<file path="config.mk">
export PLATFORM = sky130hd
export DESIGN_NAME = noc_demux_sched_flat
export DESIGN_NICKNAME = d
export VERILOG_FILES = /design/src/rtl/noc_pkg.sv /design/src/rtl/noc_demux_sched_if.sv /design/src/rtl/noc_credit_counter.sv /design/src/rtl/noc_demux_sched.sv /design/src/flat_wrapper.sv
export SDC_FILE = /design/constraint.sdc
export NUM_CORES = 1
export LEC_CHECK = 0
export BUFFER_PORTS_ARGS = -buffer_cell sky130_fd_sc_hd__buf_2
export CAP_MARGIN = 20
export CORE_UTILIZATION = 50
export DETAILED_ROUTE_END_ITERATION = 8
export GPL_ROUTABILITY_DRIVEN = 1
export MAX_ROUTING_LAYER = met4
export PLACE_DENSITY = 0.82
export SYNTH_ARGS = -nofsm -noshare
export SYNTH_HDL_FRONTEND = slang
export SYNTH_SLANG_ARGS = --single-unit
</file>
<file path="constraint.sdc">
create_clock -name clk_i -period 3.1 [get_ports clk_i]
set_clock_uncertainty 0.15 [all_clocks]
set_input_delay 0.465 -clock clk_i [delete_from_list [all_inputs] [get_ports clk_i]]
set_output_delay 0.465 -clock clk_i [all_outputs]
set_load 0.01 [all_outputs]
</file>
<file path="src/rtl/noc_pkg.sv">
// Shared definitions for the NoC 1-to-2 demux scheduler.
// Contents: flit geometry, credit depth, flit type and FSM state encodings,
// and the demux select encodings.
package noc_pkg;

  localparam int FLIT_W     = 16;
  localparam int DEST_BIT   = 13;
  localparam int CREDIT_MAX = 4;
  localparam int CREDIT_W   = $clog2(CREDIT_MAX + 1);

  typedef enum logic [1:0] {
    FT_BODY   = 2'b00,
    FT_TAIL   = 2'b01,
    FT_HEAD   = 2'b10,
    FT_SINGLE = 2'b11
  } flit_type_e;

  typedef enum logic [1:0] {
    IDLE  = 2'b00,
    LOCK0 = 2'b01,
    LOCK1 = 2'b10
  } sched_state_e;

  localparam logic [1:0] DEMUX_SEL_P0 = 2'b00;
  localparam logic [1:0] DEMUX_SEL_P1 = 2'b01;

endpackage

</file>
<file path="src/rtl/noc_demux_sched_if.sv">
// Bus bundle between the upstream flit source / downstream demux and the scheduler.
// slave  : scheduler view (consumes flits and credit returns, drives the demux).
// master : environment view (drives flits and credit returns, observes the demux).
//
// Handshake: a flit transfers on a rising clk edge where in_valid_i & in_ready_o.
// in_ready_o is a function of state, in_data_i and credits only, never of
// in_valid_i; the source holds in_data_i stable while in_valid_i is high and
// not yet accepted. demux_en_o / out_valid_o are single-cycle pushes with no
// back-pressure: downstream space is guaranteed by the credit counters.
//
// state_dbg and credit_dbg expose the FSM state and per-port credit counts.
interface noc_demux_sched_if;
  import noc_pkg::*;

  logic [FLIT_W-1:0]            in_data_i;
  logic                         in_valid_i;
  logic                         in_ready_o;
  logic [1:0]                   credit_ret_i;
  logic [FLIT_W-1:0]            demux_data_o;
  logic [1:0]                   demux_sel_o;
  logic                         demux_en_o;
  logic [1:0]                   out_valid_o;
  logic                         busy_o;
  logic                         err_o;
  sched_state_e                 state_dbg;
  logic [1:0][CREDIT_W-1:0]     credit_dbg;

  modport slave (
    input  in_data_i, in_valid_i, credit_ret_i,
    output in_ready_o, demux_data_o, demux_sel_o, demux_en_o, out_valid_o,
           busy_o, err_o, state_dbg, credit_dbg
  );

  modport master (
    output in_data_i, in_valid_i, credit_ret_i,
    input  in_ready_o, demux_data_o, demux_sel_o, demux_en_o, out_valid_o,
           busy_o, err_o, state_dbg, credit_dbg
  );

endinterface

</file>
<file path="src/rtl/noc_credit_counter.sv">
// Downstream credit counter for one output port.
// Ports: clk_i, rst_i (async, active-high), dec_i (flit forwarded),
// inc_i (credit returned), avail_o (current credit count),
// ovf_o (combinational: a return arrived while already full).
module noc_credit_counter #(
  parameter int CREDIT_MAX = 4,
  parameter int CREDIT_W   = $clog2(CREDIT_MAX + 1)
) (
  input  logic                clk_i,
  input  logic                rst_i,
  input  logic                dec_i,
  input  logic                inc_i,
  output logic [CREDIT_W-1:0] avail_o,
  output logic                ovf_o
);

  localparam logic [CREDIT_W-1:0] MAX_V = CREDIT_W'(CREDIT_MAX);

  logic [CREDIT_W-1:0] count;

  // A simultaneous return and forward cancel out, so only a lone return at
  // full scale is an overflow.
  always_comb begin
    ovf_o = inc_i & ~dec_i & (count == MAX_V);
  end

  always_ff @(posedge clk_i or posedge rst_i) begin
    if (rst_i) begin
      count <= MAX_V;
    end else if (inc_i && !dec_i) begin
      if (count != MAX_V) count <= count + 1'b1;
    end else if (dec_i && !inc_i) begin
      count <= count - 1'b1;  // never at 0: a forward requires a credit
    end
  end

  assign avail_o = count;

endmodule

</file>
<file path="src/rtl/noc_demux_sched.sv">
// Wormhole scheduler for the NoC 1-to-2 demux stage.
// Ports: clk_i, rst_i (async, active-high) and bus (noc_demux_sched_if.slave):
//   in_data_i/in_valid_i/in_ready_o  incoming flit handshake
//   credit_ret_i                     per-port credit return pulses
//   demux_data_o/demux_sel_o/demux_en_o/out_valid_o  registered demux drive
//   busy_o (packet locked), err_o (registered protocol-error pulse)
//   state_dbg, credit_dbg            FSM state and credit counts
// A head flit locks the path to its destination until the tail flit; flits
// of the wrong kind for the current state are accepted and dropped with err_o.
module noc_demux_sched
  import noc_pkg::*;
(
  input  logic               clk_i,
  input  logic               rst_i,
  noc_demux_sched_if.slave   bus
);

  sched_state_e               state, state_next;
  flit_type_e                 ftype;
  logic                       dest;
  logic                       ready, fwd, drop, port;
  logic [1:0]                 avail, dec, ovf;
  logic [1:0][CREDIT_W-1:0]   credits;

  logic [FLIT_W-1:0]          data_q;
  logic [1:0]                 sel_q, valid_q;
  logic                       en_q, err_q;

  assign ftype = flit_type_e'(bus.in_data_i[FLIT_W-1 -: 2]);
  assign dest  = bus.in_data_i[DEST_BIT];
  assign avail = {credits[1] != '0, credits[0] != '0};
  assign dec   = fwd ? (port ? 2'b10 : 2'b01) : 2'b00;

  noc_credit_counter #(.CREDIT_MAX(CREDIT_MAX), .CREDIT_W(CREDIT_W)) u_credit0 (
    .clk_i   (clk_i),
    .rst_i   (rst_i),
    .dec_i   (dec[0]),
    .inc_i   (bus.credit_ret_i[0]),
    .avail_o (credits[0]),
    .ovf_o   (ovf[0])
  );

  noc_credit_counter #(.CREDIT_MAX(CREDIT_MAX), .CREDIT_W(CREDIT_W)) u_credit1 (
    .clk_i   (clk_i),
    .rst_i   (rst_i),
    .dec_i   (dec[1]),
    .inc_i   (bus.credit_ret_i[1]),
    .avail_o (credits[1]),
    .ovf_o   (ovf[1])
  );

  always_ff @(posedge clk_i or posedge rst_i) begin
    if (rst_i) state <= IDLE;
    else       state <= state_next;
  end

  // Ready/accept decode and next state. Misplaced flits are always accepted
  // so a broken upstream cannot wedge the input.
  always_comb begin
    ready      = 1'b0;
    fwd        = 1'b0;
    drop       = 1'b0;
    port       = 1'b0;
    state_next = state;
    case (state)
      IDLE: begin
        port = dest;
        if (ftype == FT_HEAD || ftype == FT_SINGLE) begin
          ready = avail[dest];
          fwd   = bus.in_valid_i & ready;
          if (fwd && ftype == FT_HEAD) state_next = dest ? LOCK1 : LOCK0;
        end else begin
          ready = 1'b1;
          drop  = bus.in_valid_i;
        end
      end
      LOCK0, LOCK1: begin
        port = (state == LOCK1);
        if (ftype == FT_BODY || ftype == FT_TAIL) begin
          ready = avail[port];
          fwd   = bus.in_valid_i & ready;
          if (fwd && ftype == FT_TAIL) state_next = IDLE;
        end else begin
          ready = 1'b1;
          drop  = bus.in_valid_i;
        end
      end
      default: state_next = IDLE;
    endcase
  end

  // Output stage: data and select only update on a forwarded flit.
  always_ff @(posedge clk_i or posedge rst_i) begin
    if (rst_i) begin
      data_q  <= '0;
      sel_q   <= DEMUX_SEL_P0;
      en_q    <= 1'b0;
      valid_q <= 2'b00;
      err_q   <= 1'b0;
    end else begin
      en_q    <= fwd;
      valid_q <= dec;
      err_q   <= drop | ovf[0] | ovf[1];
      if (fwd) begin
        data_q <= bus.in_data_i;
        sel_q  <= port ? DEMUX_SEL_P1 : DEMUX_SEL_P0;
      end
    end
  end

  assign bus.in_ready_o   = ready;
  assign bus.demux_data_o = data_q;
  assign bus.demux_sel_o  = sel_q;
  assign bus.demux_en_o   = en_q;
  assign bus.out_valid_o  = valid_q;
  assign bus.busy_o       = (state != IDLE);
  assign bus.err_o        = err_q;
  assign bus.state_dbg    = state;
  assign bus.credit_dbg   = credits;

endmodule
</file>
<file path="src/flat_wrapper.sv">
// flat-port wrapper written by rule: the top's interface ports become plain ports
module noc_demux_sched_flat import noc_pkg::*;
  (clk_i, rst_i, bus_in_data_i, bus_in_valid_i, bus_credit_ret_i, bus_in_ready_o, bus_demux_data_o, bus_demux_sel_o, bus_demux_en_o, bus_out_valid_o, bus_busy_o, bus_err_o, bus_state_dbg, bus_credit_dbg);
  noc_demux_sched_if bus_i ();
  input  logic clk_i;
  input  logic rst_i;
  input wire logic [$bits(bus_i.in_data_i)-1:0] bus_in_data_i;
  input wire logic [$bits(bus_i.in_valid_i)-1:0] bus_in_valid_i;
  input wire logic [$bits(bus_i.credit_ret_i)-1:0] bus_credit_ret_i;
  output wire logic [$bits(bus_i.in_ready_o)-1:0] bus_in_ready_o;
  output wire logic [$bits(bus_i.demux_data_o)-1:0] bus_demux_data_o;
  output wire logic [$bits(bus_i.demux_sel_o)-1:0] bus_demux_sel_o;
  output wire logic [$bits(bus_i.demux_en_o)-1:0] bus_demux_en_o;
  output wire logic [$bits(bus_i.out_valid_o)-1:0] bus_out_valid_o;
  output wire logic [$bits(bus_i.busy_o)-1:0] bus_busy_o;
  output wire logic [$bits(bus_i.err_o)-1:0] bus_err_o;
  output wire logic [$bits(bus_i.state_dbg)-1:0] bus_state_dbg;
  output wire logic [$bits(bus_i.credit_dbg)-1:0] bus_credit_dbg;
  assign bus_i.in_data_i = bus_in_data_i;
  assign bus_i.in_valid_i = bus_in_valid_i;
  assign bus_i.credit_ret_i = bus_credit_ret_i;
  assign bus_in_ready_o = bus_i.in_ready_o;
  assign bus_demux_data_o = bus_i.demux_data_o;
  assign bus_demux_sel_o = bus_i.demux_sel_o;
  assign bus_demux_en_o = bus_i.demux_en_o;
  assign bus_out_valid_o = bus_i.out_valid_o;
  assign bus_busy_o = bus_i.busy_o;
  assign bus_err_o = bus_i.err_o;
  assign bus_state_dbg = bus_i.state_dbg;
  assign bus_credit_dbg = bus_i.credit_dbg;
  noc_demux_sched u_core (.clk_i(clk_i), .rst_i(rst_i), .bus(bus_i));
endmodule
</file>
==> Yosys cells after proc, flatten, opt, wreduce, memory -nomap -nowiden <==
Cells that the tools add are included.
{ "totals": {"reg_bits": 30, "in_bits": 21, "output_inout_bits": 32, "elab_cells": 91} }
{ "classes": {"addsub": 4, "order_cmp": 2, "n_eq_ne": 15, "muxes": 29, "bitwise": 10, "reduce_logical": 23} }
{ "ops": {"columns": ["op", "count"], "rows": [
  ["3-bit two-way mux", 6],
  ["2-bit two-way mux", 7],
  ["2-bit by 1-bit inequality test with 1-bit output, second input constant", 6],
  ["1-bit two-way mux", 11],
  ["1-bit case mux with 2 select lines", 4],
  ["3-bit by 1-bit adder with 3-bit output, second input constant", 2],
  ["1-bit bitwise AND", 6],
  ["2-bit equality test, second input constant", 3],
  ["3-bit equality test, second input constant", 2],
  ["1-bit logical AND", 6],
  ["3-bit inequality test, second input constant", 2],
  ["2-bit nonzero test", 3],
  ["3-bit nonzero test", 2],
  ["3-bit by 1-bit subtractor with 3-bit output, second input constant", 2],
  ["2-bit by 1-bit equality test with 1-bit output, second input constant", 2],
  ["1-bit logical NOT", 4],
  ["2-bit logical NOT", 2],
  ["1-bit by 2-bit less-than comparator with 1-bit output, second input constant", 2],
  ["2-bit case mux with 2 select lines", 1],
  ["2-bit AND reduction", 2],
  ["4-bit AND reduction", 1],
  ["1-bit logical OR", 2],
  ["1-bit inverter", 2],
  ["1-bit bitwise OR", 2],
  ["2-bit OR reduction", 1]
]} }

==> Logic depth before layout (Yosys ltp) <==
{ "depth": {"ltp_word": 12, "mapped_depth": 12, "mapped_depth_nobuf": 11} }

==> Cells and area by module <==
A second synthesis with hierarchy kept.
{ "hier_totals": {"cells_unflattened": 122, "hier_area_um2": 1554.0} }
{ "modules_own_cells": {"columns": ["module", "n_inst", "cells_per_inst", "area_each_um2", "seq_area_each_um2"], "rows": [
  ["noc_demux_sched", 1, 79, 1112.3, 575.6],
  ["noc_credit_counter at u_core.u_credit0", 1, 22, 225.2, 76.3],
  ["noc_credit_counter at u_core.u_credit1", 1, 21, 216.5, 76.3]
]} }

==> Worst setup path before layout <==
No wires, ideal clock.
{ "synth_path": {"kind": "flip-flop to flip-flop", "from": "reg u_core.state[0], in the netlist u_core.bus.state_dbg[0]", "to": "reg u_core.u_credit1.count[2], in the netlist u_core.u_credit1.avail_o[2]", "setup_time_ns": 0.082, "arrival_ns": 2.568, "required_time_ns": 2.868, "path_slack_ns": 0.300, "stages_incl_launch_ff": 12, "path_buffers": 0, "period_less_slack_ns": 2.800, "cell_sequence": "dfrtp_1 > inv_1 > ha_1 > nor4_2 > a211oi_4 > o211ai_4 > nand2_1 > fa_1 > nand2_1 > nor2_1 > mux2_1 > a22oi_1"} }
{ "synth_between": {"elab_chain_len": 11, "elab_cells_between_ends": 19, "classes_between": "3 x eq/ne; 8 x mux; 1 x bitwise; 7 x reduce/logical"} }
{ "synth_lines": {"columns": ["item", "line", "text"], "rows": [
  ["start, declared", "noc_demux_sched.sv:18", "sched_state_e state, state_next;"],
  ["start signal, assigned", "noc_demux_sched.sv:54", "else state <= state_next;"],
  ["2-bit equality test", "noc_demux_sched.sv:65, noc_demux_sched.sv:78", null],
  ["1-bit two-way mux (not written as such) (2 in a row)", "noc_demux_sched.sv:80", "ready = avail[port];"],
  ["1-bit bitwise AND", "noc_demux_sched.sv:81", "fwd = bus.in_valid_i & ready;"],
  ["1-bit two-way mux", "noc_demux_sched.sv:79", "if (ftype == FT_BODY || ftype == FT_TAIL) begin"],
  ["1-bit case mux with 2 select lines", "noc_demux_sched.sv:65", "case (state)"],
  ["2-bit two-way mux (*)", "noc_demux_sched.sv:32", "assign dec = fwd ? (port ? 2'b10 : 2'b01) : 2'b00;"],
  ["1-bit logical NOT", "noc_credit_counter.sv:30", "end else if (inc_i && !dec_i) begin"],
  ["1-bit logical AND", "noc_credit_counter.sv:30", null],
  ["2-bit by 1-bit inequality test with 1-bit output (no line) / 2-bit nonzero test (equally long branches)", null, null],
  ["2-bit AND reduction (no line)", null, null],
  ["end signal, assigned", "noc_credit_counter.sv:31", "if (count != MAX_V) count <= count + 1'b1;"],
  ["end signal, assigned", "noc_credit_counter.sv:33", "count <= count - 1'b1;"],
  ["end, declared", "noc_credit_counter.sv:19", "logic [CREDIT_W-1:0] count;"]
]} }
Mark *: on every way between the ends. The rest lies on a longest branch, timed or not. The select of a mux whose other input is x is not followed.
A chain may end at the register's enable or synchronous reset.

==> Worst setup path in the final report <==
{ "layout_path": {"from": "reg u_core.state[1], in the netlist u_core.bus.state_dbg[1]", "to": "reg u_core.u_credit1.count[2], in the netlist u_core.u_credit1.avail_o[2]"} }
Same word-level chain as after synthesis.

==> impl_metrics.ini <==
[critical_path]
crit_path_start = u_core.bus.state_dbg[1]$_DFFE_PP0P_
reg2regPathDepth = 11
arrival_ns = 3.00
path_delay_family = simple AND/OR/NAND/NOR gates
crit_path_start_kind = register
path_common_cell = nand2_1
ff2ff_setup_slack_ns = 0.18
slowest_delay_ns = 0.46
rr_startpoint = u_core.bus.state_dbg[1]$_DFFE_PP0P_
timing.critical_path.buf_inv = 1
path_max_fanout = 8
r2r-end = u_core.u_credit1.avail_o[2]$_DFFE_PP1P_
worstPathRequired_ns = 3.18
cpMaxStageDelayCell = dfrtp_1
path_cells = inv_1, ha_1, and3b_2, or2_2, o211ai_4, nand2_1, fa_1, nand2_1, nor2_1, mux2_1, a22oi_1
cp-endpoint = u_core.u_credit1.avail_o[2]$_DFFE_PP1P_
cp.depth = 11
crit_type = reg -> reg
endpoint_kind = register

[timing]
finalCritPeriodShare = 0.941
finalSetupTns_ns = 0
hold_viol_final = 0
worst_slew_pin_slew_ns = 0.602
fmax_ghz = 0.343
drv_slew = 0
grt_setup_unrepaired = false
min_period_ns = 2.92
slew_headroom = 0.598
layout_setup_ws_ns = 0.182
setup_viol = 0

[logic_synthesis]
synth_async_sr_flop_share = 1.00
yosysTopAreaCell = dfrtp_1
ys_ff_latch = 29
syn_avg_cell_area_um2 = 11.9
syn_inst = 136
synth_top_area_share = 0.418
ys.flop_type = dfrtp_1
synth.area.top_cells = dfrtp_1, mux2_2, mux2i_1, dfstp_2, inv_1
synth-edff-count = 0
yosysWarningCount = 0
synth.net_count = 162
yosysSeqAreaShare = 0.450
yosys.cell_types.count = 47
syn-cell-area_mm2 = 0.00162

[power_and_ir_drop]
sw_frac_of_total = 0.419
seq_power_share = 0.339
power_switching_w = 0.000893
internal_power_w = 0.00124
power_density_mw_per_mm2 = 1080
ir_drop_mv = 0.587
p_clk_frac = 0.103
power_frac_comb = 0.558
p_leak_nw = 0.997

[cts]
clockBufferDepth = 2
clock-sinks = 29
cts_made_buffers = 5
cts-root-buf = clkbuf_4
cts_tree = done
clock_latency_ns = 0.32
path_clk_slew_ns = 0.10
cts_resized = 0
cts_htree_levels = 2

[finish]
areaGrowthSynthToFinish_pct = 22.0
seq_area_um2 = 728
final_layout_size_suffix_gt1_frac = 0.492
final_area_mm2 = 0.00197
multi_input_area_um2 = 806
nets = 218
fillers = 274
antennaDiodeCount = 0

[place]
numPortBuffers = 51
dpl.hpwl_um = 2540
dp_slack_ns = 0.0484
dpl_cell_area_mm2 = 0.00189
gp_congestion = 0.876

[drt]
wl_per_cell_um = 14.5
firstDrtPassIters = 4
remaining_drc_errors = 0
drt_iter0_drc = 19
drt-total-wl_um = 3430
vias = 1257
ant_nets = 0
vias_per_cell = 5.30

[min_path]
hold_path_class = in -> async

[global_routing]
antenna_found_initial = 0
grt_remaining_overflow = 0
grt_use_total = 0.217
grt_first_pass_wirelength_um = 5280
grt_pass1_vias = 1223
grt_max_degree = 30

[floorplan]
fp.dieArea_mm2 = 0.00347
start_util = 0.530
ioPinCount = 53
core_area_mm2 = 0.00305
num_rows = 20
chipHeight_um = 58.9
die_x_um = 58.9

[run_status]
outcome = completed

[job]
drv_cap = 0
## layer usage
metal,track usage,share of wire,vias to the layer above
met1,0.219,0.40,595
li1,-,-,593
met4,0.150,0.048,0
met3,0.0462,0.056,17
met5,-,0,-
met2,0.372,0.49,52
## sequential cells by signal, summed over array words and instances, names as in the netlist
signal and flops:
u_core.bus.demux_data_o 16, u_core.u_credit1.avail_o 3, u_core.bus.demux_en_o 1, u_core.bus.demux_sel_o 1, u_core.bus.out_valid_o 2, u_core.u_credit0.avail_o 3
u_core.bus.err_o 1, u_core.bus.state_dbg 2
## through the flow
| stage | cells | hold slack, ns | utilization | power, W |
|---|---|---|---|---|
| finish | 237 | 0.0477 | 0.647 | 0.00213 |
| global route | 237 | 0.0730 | 0.647 | 0.00228 |
| CTS | 234 | 0.212 | 0.637 | 0.00213 |
| detailed placement | 226 | 0.338 | 0.620 | 0.00190 |
| global placement | 226 | 0.331 | 0.620 | 0.00183 |
| floorplan | 136 | 0.380 | - | 0.00154 |
## worst min path at each step
stage	end	slack (ns)
after global routing	u_core.bus.demux_data_o[0]$_DFFE_PP0N_	0.07
after CTS	u_core.bus.demux_data_o[7]$_DFFE_PP0N_	0.21
after global placement	u_core.bus.demux_data_o[0]$_DFFE_PP0N_	0.33
after detailed placement	u_core.bus.demux_data_o[7]$_DFFE_PP0N_	0.34
final	u_core.u_credit1.avail_o[0]$_DFFE_PP0P_	0.05
after floorplan	u_core.bus.demux_sel_o[0]$_DFFE_PP0N_	0.38
## cell families (layout without fill, tap and decap cells)
kind of cell	count (synthesis)	in the layout	share of synthesized area
AO/OA/AOI/OAI	23	23	0.142
XOR/XNOR	2	2	0.0108
adder cells (fa/ha/maj)	5	5	0.0480
buffers and inverters	17	74	0.0518
flip-flops	29	29	0.450
multiplexers	25	25	0.169
other	1	1	0.00232
AND/OR/NAND/NOR	34	34	0.126
## layout by cell type (no fill, tap or decap), drive strengths merged
cell	Yosys	final
buf	5	55
dfrtp	27	27
mux2	19	19
inv	11	11
nand2	10	10
nor2	7	7
mux2i	6	6
clkbuf	1	6
nand3	5	5
o31a	3	3
a22oi	3	3
ha	3	3
a211oi	3	3
o21ai	3	3
nor4	2	2
xnor2	2	2
fa	2	2
clkinv	0	2
dfstp	2	2
nor3	2	2
a21o	2	2
o211ai	2	2
nand3b	1	1
nor2b	1	1
and3b	1	1
a21oi	1	1
or2	1	1
o221ai	1	1
nand4bb	1	1
o22a	1	1
o2bb2ai	1	1
a22o	1	1
o21ba	1	1
nand4	1	1
or3b	1	1
o21a	1	1
and2	1	1
conb	1	1
## cells in the mapped netlist (3+ instances only)
library cell and instances:
dfrtp_1 27, mux2_2 18, inv_1 11, nand2_1 10
nor2_1 7, mux2i_1 6, nand3_1 5, a22oi_1 3
ha_1 3, o31a_1 3
## power groups by stage
stage               registers [W]  logic [W]  clock network (W)
floorplan                0.000810   0.000735                  0
global placement         0.000716    0.00111                  0
detailed placement       0.000734    0.00117                  0
CTS                      0.000725    0.00118           0.000225
global route             0.000751    0.00129           0.000240
finish                   0.000723    0.00119           0.000220
## final cells by class
cell class                      count  area share
Clock buffer                        6      0.0209
Clock inverter                      2     0.00507
Inverter                           11      0.0209
Multi-Input combinational cell     90       0.408
Sequential cell                    29       0.369
Tap cell                           44      0.0279
Timing Repair Buffer               55       0.148
## repair_timing
| action | CTS | global route |
|---|---|---|
| setup buffers | 0 | 2 |
| hold buffers | 0 | 0 |
| endpoints found under the setup margin | 0 | 1 |
Power figures use the tool's default switching activity.
